**src/rtl/ascii_pkg.sv**
```systemverilog
// Shared constants and helpers for the ASCII frame encoder.
package ascii_pkg;

   localparam logic [7:0] ASCII_0     = 8'h30;
   localparam logic [7:0] ASCII_COLON = 8'h3A;
   localparam logic [7:0] ASCII_QMARK = 8'h3F;
   localparam logic [7:0] ASCII_CR    = 8'h0D;
   localparam logic [7:0] ASCII_LF    = 8'h0A;

   localparam logic [0:0] ST_IDLE = 1'b0;
   localparam logic [0:0] ST_SEND = 1'b1;

   // Bytes per frame: digits, separators between fields, optional CR/LF.
   function automatic int frame_len(input int nf, input int dpf, input int eol);
      return nf * dpf + (nf - 1) + ((eol != 0) ? 2 : 0);
   endfunction

   function automatic int clog2(input int v);
      int r;
      r = 0;
      while ((1 << r) < v) r++;
      return r;
   endfunction

   // Non-decimal nibbles become '?' so a bad sensor code is visible on the line.
   function automatic logic [7:0] bcd2ascii(input logic [3:0] d);
      return (d <= 4'd9) ? (ASCII_0 + {4'b0000, d}) : ASCII_QMARK;
   endfunction

endpackage

```
**src/rtl/ascii_frame_sel.sv**
```systemverilog
// Combinational byte selector: maps a frame position to its ASCII byte.
module ascii_frame_sel
   import ascii_pkg::*;
#(
   parameter int          NUM_FIELDS       = 3,
   parameter int          DIGITS_PER_FIELD = 2,
   parameter logic [7:0]  SEP_CHAR         = ASCII_COLON,
   parameter int          EOL_EN           = 1,
   parameter int          IDX_W            = 4
) (
   input  logic [IDX_W-1:0]                          idx,
   input  logic [4*NUM_FIELDS*DIGITS_PER_FIELD-1:0]  snapshot,
   output logic [7:0]                                asciiByte
);

   localparam int ND    = NUM_FIELDS * DIGITS_PER_FIELD;
   localparam int EOL_P = ND + NUM_FIELDS - 1;

   // Each field occupies DIGITS_PER_FIELD+1 slots (digits then separator).
   always_comb begin
      asciiByte = 8'h00;
      for (int f = 0; f < NUM_FIELDS; f++) begin
         for (int d = 0; d < DIGITS_PER_FIELD; d++) begin
            if (int'(idx) == f * (DIGITS_PER_FIELD + 1) + d)
               asciiByte = bcd2ascii(snapshot[4*ND-1-4*(f*DIGITS_PER_FIELD+d) -: 4]);
         end
         if (f < NUM_FIELDS - 1 && int'(idx) == f * (DIGITS_PER_FIELD + 1) + DIGITS_PER_FIELD)
            asciiByte = SEP_CHAR;
      end
      if (EOL_EN != 0) begin
         if (int'(idx) == EOL_P)     asciiByte = ASCII_CR;
         if (int'(idx) == EOL_P + 1) asciiByte = ASCII_LF;
      end
   end

endmodule

```
**src/rtl/ascii_frame_tx.sv**
```systemverilog
// ASCII frame encoder: snapshots BCD digits and streams them into the UART TX FIFO.
module ascii_frame_tx
   import ascii_pkg::*;
#(
   parameter int          NUM_FIELDS       = 3,
   parameter int          DIGITS_PER_FIELD = 2,
   parameter logic [7:0]  SEP_CHAR         = 8'h3A,
   parameter int          EOL_EN           = 1
) (
   input  logic                                      iClk,
   input  logic                                      iRst,
   input  logic                                      iStart,
   input  logic [4*NUM_FIELDS*DIGITS_PER_FIELD-1:0]  iDigits,
   input  logic                                      iFull,
   output logic                                      oPush,
   output logic [7:0]                                oAscii,
   output logic                                      oBusy,
   output logic                                      oDone,
   output logic                                      oOverrun
);

   localparam int ND    = NUM_FIELDS * DIGITS_PER_FIELD;
   localparam int L     = frame_len(NUM_FIELDS, DIGITS_PER_FIELD, EOL_EN);
   localparam int IDX_W = (clog2(L) < 1) ? 1 : clog2(L);

   logic [0:0]       state;
   logic [IDX_W-1:0] idx;
   logic             pending;
   logic [4*ND-1:0]  snapshot;
   logic [7:0]       selByte;
   logic             sending;
   logic             lastByte;

   ascii_frame_sel #(
      .NUM_FIELDS       (NUM_FIELDS),
      .DIGITS_PER_FIELD (DIGITS_PER_FIELD),
      .SEP_CHAR         (SEP_CHAR),
      .EOL_EN           (EOL_EN),
      .IDX_W            (IDX_W)
   ) uSel (
      .idx       (idx),
      .snapshot  (snapshot),
      .asciiByte (selByte)
   );

   // Push is gated by live iFull so the FIFO is never written while full.
   assign sending  = (state == ST_SEND);
   assign lastByte = (idx == IDX_W'(L - 1));
   assign oPush    = sending & ~iFull;
   assign oDone    = oPush & lastByte;
   assign oAscii   = sending ? selByte : 8'h00;
   assign oBusy    = sending | pending;
   assign oOverrun = sending & iStart & pending;

   always_ff @(posedge iClk) begin
      if (iRst) begin
         state    <= ST_IDLE;
         idx      <= '0;
         pending  <= 1'b0;
         snapshot <= '0;
      end else if (!sending) begin
         // A pending launch consumes the queue slot; a coincident iStart refills it.
         if (iStart | pending) begin
            snapshot <= iDigits;
            idx      <= '0;
            state    <= ST_SEND;
            pending  <= iStart & pending;
         end
      end else begin
         if (oPush) begin
            if (lastByte) state <= ST_IDLE;
            else          idx   <= idx + 1'b1;
         end
         if (iStart) pending <= 1'b1;
      end
   end

endmodule

```
**config.mk**
```make
export PLATFORM = sky130hd
export DESIGN_NAME = ascii_frame_tx
export DESIGN_NICKNAME = d
export VERILOG_FILES = /design/src/rtl/ascii_pkg.sv /design/src/rtl/ascii_frame_sel.sv /design/src/rtl/ascii_frame_tx.sv
export SDC_FILE = /design/constraint.sdc
export NUM_CORES = 1
export LEC_CHECK = 0
export CAP_MARGIN = 20
export CORE_ASPECT_RATIO = 1.25
export CORE_UTILIZATION = 40
export CTS_CLUSTER_DIAMETER = 30
export CTS_CLUSTER_SIZE = 14
export DETAILED_ROUTE_END_ITERATION = 16
export PLACE_DENSITY = 0.75
export SYNTH_ARGS = -nofsm -noshare
export SYNTH_HDL_FRONTEND = slang
export SYNTH_SLANG_ARGS = --single-unit
```
**constraint.sdc**
```tcl
create_clock -name iClk -period 1.93 [get_ports iClk]
set_clock_uncertainty 0.1 [all_clocks]
set_input_delay 0.386 -clock iClk [delete_from_list [all_inputs] [get_ports iClk]]
set_output_delay 0.386 -clock iClk [all_outputs]
set_load 0.02 [all_outputs]
```
* Word level (Yosys, flattened, before mapping)
Index checks and enable logic that the tools add are counted.
Word-level totals: bits in registers 30, output and inout bits 12
Operators by class: add/sub/neg operators 7, order comparisons 6, equal/unequal tests 13, muxes and demuxes 28, bitwise gates (word level) 9, reductions and logical operators 5
Operators by type and width (count):
- 2-to-1 mux 8 bit | 17
- adder 6 x 4 -> 7 bit, first input constant | 6
- == test 4 bit, second input constant | 7
- <= comparator 4 bit, second input constant | 6
- 2-to-1 mux 4 bit | 4
- == test 4 x 3 -> 1 bit, second input constant | 2
- 2-to-1 mux 1 bit | 7
- != test 2 bit, second input constant | 3
- bitwise AND 1 bit | 5
- adder 4 x 1 -> 4 bit, second input constant | 1
- == test 4 x 2 -> 1 bit, second input constant | 1
- zero test 4 bit | 1
- AND reduction 2 bit | 2
- AND reduction 3 bit | 1
- NOT 1 bit | 2
- OR 1 bit | 2
- nonzero test 2 bit | 1

* Depth between registers and ports, before layout
word-level depth 13, depth in mapped cells 7

* Modules after synthesis
A second synthesis with hierarchy kept.
Unflattened totals: cells, all modules 225, area total of the unflattened synthesis 1652.8 um^2
By module, submodules not included:
- ascii_frame_tx | times used 1, cells an instance 150, area an instance 1199.9 um^2, seq. area each 600.6 um^2
- ascii_frame_sel | times used 1, cells an instance 75, area an instance 452.9 um^2, seq. area each 0.0 um^2

* Worst setup path before layout
OpenSTA, ideal clock, no wires.
kind register to output, start register idx[0], end output port oAscii[5], data arrival time 1.742 ns, setup slack -0.298 ns, cell stages (with the launch flop) 7, buffers on the path 2, cells stage by stage dfxtp_1 -> inv_1 -> ha_1 -> buf_2 -> nor2_1 -> a311oi_1 -> buf_4
On the way: cells in the longest elaborated chain, start to end 12, elaborated cells on any way between the ends 21, those cells by class 9 x eq/ne; 11 x mux; 1 x reduce/logical
Ends and longest elaborated chain:
- from (decl) | RTL line ascii_frame_tx.sv:27 | logic [IDX_W-1:0] idx;
- from (signal assigned) | RTL line ascii_frame_tx.sv:72 | else idx <= idx + 1'b1;
- zero test 4 bit | RTL line ascii_frame_sel.sv:24 | if (int'(idx) == f * (DIGITS_PER_FIELD + 1) + d)
- 2-to-1 mux 8 bit (2 in a row) | RTL line ascii_frame_sel.sv:24
- 2-to-1 mux 8 bit | RTL line ascii_frame_sel.sv:27 | if (f < NUM_FIELDS - 1 && int'(idx) == f * (DIGITS_PER_FIELD + 1) + DIGITS_PER_FIELD)
- 2-to-1 mux 8 bit (2 in a row) | RTL line ascii_frame_sel.sv:24
- 2-to-1 mux 8 bit | RTL line ascii_frame_sel.sv:27
- 2-to-1 mux 8 bit (2 in a row) | RTL line ascii_frame_sel.sv:24
- 2-to-1 mux 8 bit | RTL line ascii_frame_sel.sv:31 | if (int'(idx) == EOL_P) asciiByte = ASCII_CR;
- 2-to-1 mux 8 bit * | RTL line ascii_frame_sel.sv:32 | if (int'(idx) == EOL_P + 1) asciiByte = ASCII_LF;
- 2-to-1 mux 8 bit * | RTL line ascii_frame_tx.sv:51 | assign oAscii = sending ? selByte : 8'h00;
- to (decl) | RTL line ascii_frame_tx.sv:16 | output logic [7:0] oAscii,
Mark *: on every way between the ends. The rest lies on a longest branch, timed or not.

* Worst setup path after layout
start register idx[0], end output port oAscii[3]
Same word-level chain as after synthesis.

==> metrics.cfg <==
[critical_path]
cp-start-kind=flip-flop
endpoint_kind=output port
path_cells=buf_6, ha_4, buf_6, nor2_4, nor2_1, a32o_1, o31a_1, buf_6
reg2reg_to=idx[2]
worst-path-buf-inv=3
crit_required_ns=1.44
crit_type=reg -> out
path_max_fanout=5
max_stage_delay_ns=0.35
r2r-start=idx[0]
crit_slowest_cell=dfxtp_4
cp-startpoint=idx[0]
rrSetupSlack_ns=-0.04
cp.arrival_ns=1.84
path_delay_family=compound AO/OA/AOI/OAI gates
r2r_cells=10
cp_common_cell=buf_6

[placement]
gp_congestion=0.9131
dp.cells=352
port-buffer-count=37
dp_hpwl_mm=3.608

[route]
post_drt_wl_per_cell_um=13.39
wl_mm=4.980
antenna_left=0
vias=1885
avgViaCountPerCell=5.067
drt_iter0_markers=109
detail_route.first_pass.iterations=4
drc=0

[die]
fp.dieW_um=60.02
ios=40
placementRows=26
design.core.area_mm2=0.004066
die_area_mm2=0.004472
initial_core_util_pct=41.38
die_y_um=74.52

[pwr]
seqPwrFrac_pct=40.6
swShare_pct=27.70
combPwrFrac_pct=25.0
internal_power_w=0.001244
net-switching-power_w=0.0004765
leakage_nw=1.097
powerDensity_mw_per_mm2=626.9
peakVddDrop_mv=0.5071
pwr-share-clk_pct=34.3

[global_routing]
grt_max_degree=26
grt.overflow.total=0
grt_usage_pct=24.06
grt_pass1_vias=1732
grt_pass1_wl_mm=7.803
antenna_found_initial=0

[sta]
period_share_pct=120.4
final_hold_viol_count=0
grt_setup_unrepaired=true
post-route-min-period_ns=2.324
setup_violations=9
fmax_mhz=430.3
setup_tns_ns=-2.199
setup_slack_ns=-0.3940
drv_slew=0

[clock_network]
worstSkewPairLatency_ns=0.29
cts_buffers=5
cts_max_level=2
cts_sinks=30
cts_tree=done
root_buffer=clkbuf_8
cts_max_path_buffers=2
cts.clk_slew.worst_paths_ns=0.07
postCtsHoldBufs=0

[layout]
drive_gt1_share_pct=31.01
fin_util_pct=67.48
area_delta_synth_final_pct=63.05
fin_nets=347
instances_no_fill=372
layout_common_cells=nand2_1, buf_4, a21oi_1, dfxtp_1, clkdlybuf4s50_1
multi_input_area_mm2=0.001112
final-seq-area_um2=609.3
insertedDiodeCount=0
nFillCells=346
final_common_cell=nand2_1

[synthesis]
syn_area_mm2=0.001683
async_flop_share_pct=0
synthCells=234
synth_seq_cells=30
seq_area_frac_synth_pct=35.69
synth_edf_count=0
ys_warn_count=0
syn_avg_cell_area_um2=7.192
synth_cell_type_count=42
synth_flop_cell=dfxtp_1

[min_path]
min_from=snapshot[8]
whs_path_depth=2
whs_endpoint=snapshot[8]
hold_class=reg -> reg

[outcome]
failed_checks=negative setup slack
status=finished, violations left

[flow_run]
cap_violations=0

[synthesized netlist by cell type (2+ instances only)]
cell type	number	share of area (%)
nor2_1	10	2.2
o211ai_1	2	0.89
nand2_1	56	12
nor3_1	6	1.8
buf_1	2	0.45
mux2i_1	2	1.2
a211oi_1	2	0.89
o21ai_0	16	4.8
nor2b_1	2	0.74
a211o_1	2	1.0
nand3_1	4	1.2
ha_1	4	3.0
dfxtp_1	30	36
nand2b_1	2	0.74
nand3b_1	2	0.89
buf_4	4	1.8
inv_1	11	2.5
and3b_1	4	2.1
a31oi_1	5	1.9
buf_2	7	2.1
a21oi_1	39	12
a311oi_1	2	1.0
[flip-flops by register name, indices dropped and copies added, names as in the netlist]
signal and flops:
sending 1, snapshot 24, pending 1, idx 4
[metal layers]
metal / vias up / GRT usage [%] / part of all wire [%]
li1: 969 / - / -
met1: 859 / 26.67 / 40
met2: 41 / 40.99 / 52
met3: 16 / 4.870 / 3.3
met4: 0 / 16.02 / 4.2
met5: - / 0 / 0
[worst max-delay path by stage]
stage                      endpoint  slack, ns  depth (start not counted)
after floorplan           oAscii[5]      -0.01                          6
after global placement    oAscii[3]      -0.58                          6
after detailed placement  oAscii[3]      -0.59                          6
after CTS                 oAscii[3]      -0.38                          8
after global routing      oAscii[3]      -0.45                          8
final                     oAscii[3]      -0.39                          8
[cells by family (layout without fill, tap and decap cells)]
family | after synthesis | in the layout | share of synthesized area (%)
muxes | 2 | 2 | 1.190
other | 1 | 2 | 0.2228
adders and majority gates | 4 | 4 | 2.974
buffers and inverters | 26 | 107 | 7.658
DFF | 30 | 30 | 35.69
and+or+nand+nor | 92 | 92 | 24.39
AOI/OAI and AO/OA | 79 | 79 | 27.88
[final cells by class]
| cell class | instances | area share [%] |
|---|---|---|
| Clock buffer | 8 | 4.013 |
| Inverter | 11 | 1.733 |
| Multi-Input combinational cell | 179 | 40.54 |
| Sequential cell | 30 | 22.21 |
| Tap cell | 56 | 2.554 |
| Timing Repair Buffer | 88 | 28.96 |
[worst min-delay path, stage by stage (launching register included)]
cell and delay (ns):
dfxtp_1 0.31, nand2_1 0.05, a21oi_1 0.05
[power by group through the flow]
stage	clock (W)	sequential [W]	combinational (W)
after global routing	0.000630	0.000704	0.000471
final	0.000591	0.000699	0.000430
after detailed placement	0	0.000711	0.000382
after floorplan	0	0.000703	0.000208
after CTS	0.000598	0.000697	0.000415
after global placement	0	0.000709	0.000377
[stage by stage]
step	power [W]	instance area [um2]	worst slack, ns	hold slack [ns]
after floorplan	0.0009109	1715	-0.01349	0.3311
final	0.001720	2744	-0.3940	0.3583
after global placement	0.001086	2374	-0.5821	0.3455
after detailed placement	0.001094	2374	-0.5915	0.3512
after CTS	0.001710	2641	-0.3779	0.3604
after global routing	0.001805	2744	-0.4455	0.3867
[repair_timing]
| action | in CTS | in global routing |
|---|---|---|
| pin swaps | 12 | 10 |
| endpoints found under the setup margin | 12 | 10 |
| setup buffers | 7 | 6 |
| endpoints found under the hold margin | 0 | 0 |
| gates resized for setup | 71 | 15 |
Power figures use the tool's default switching activity.
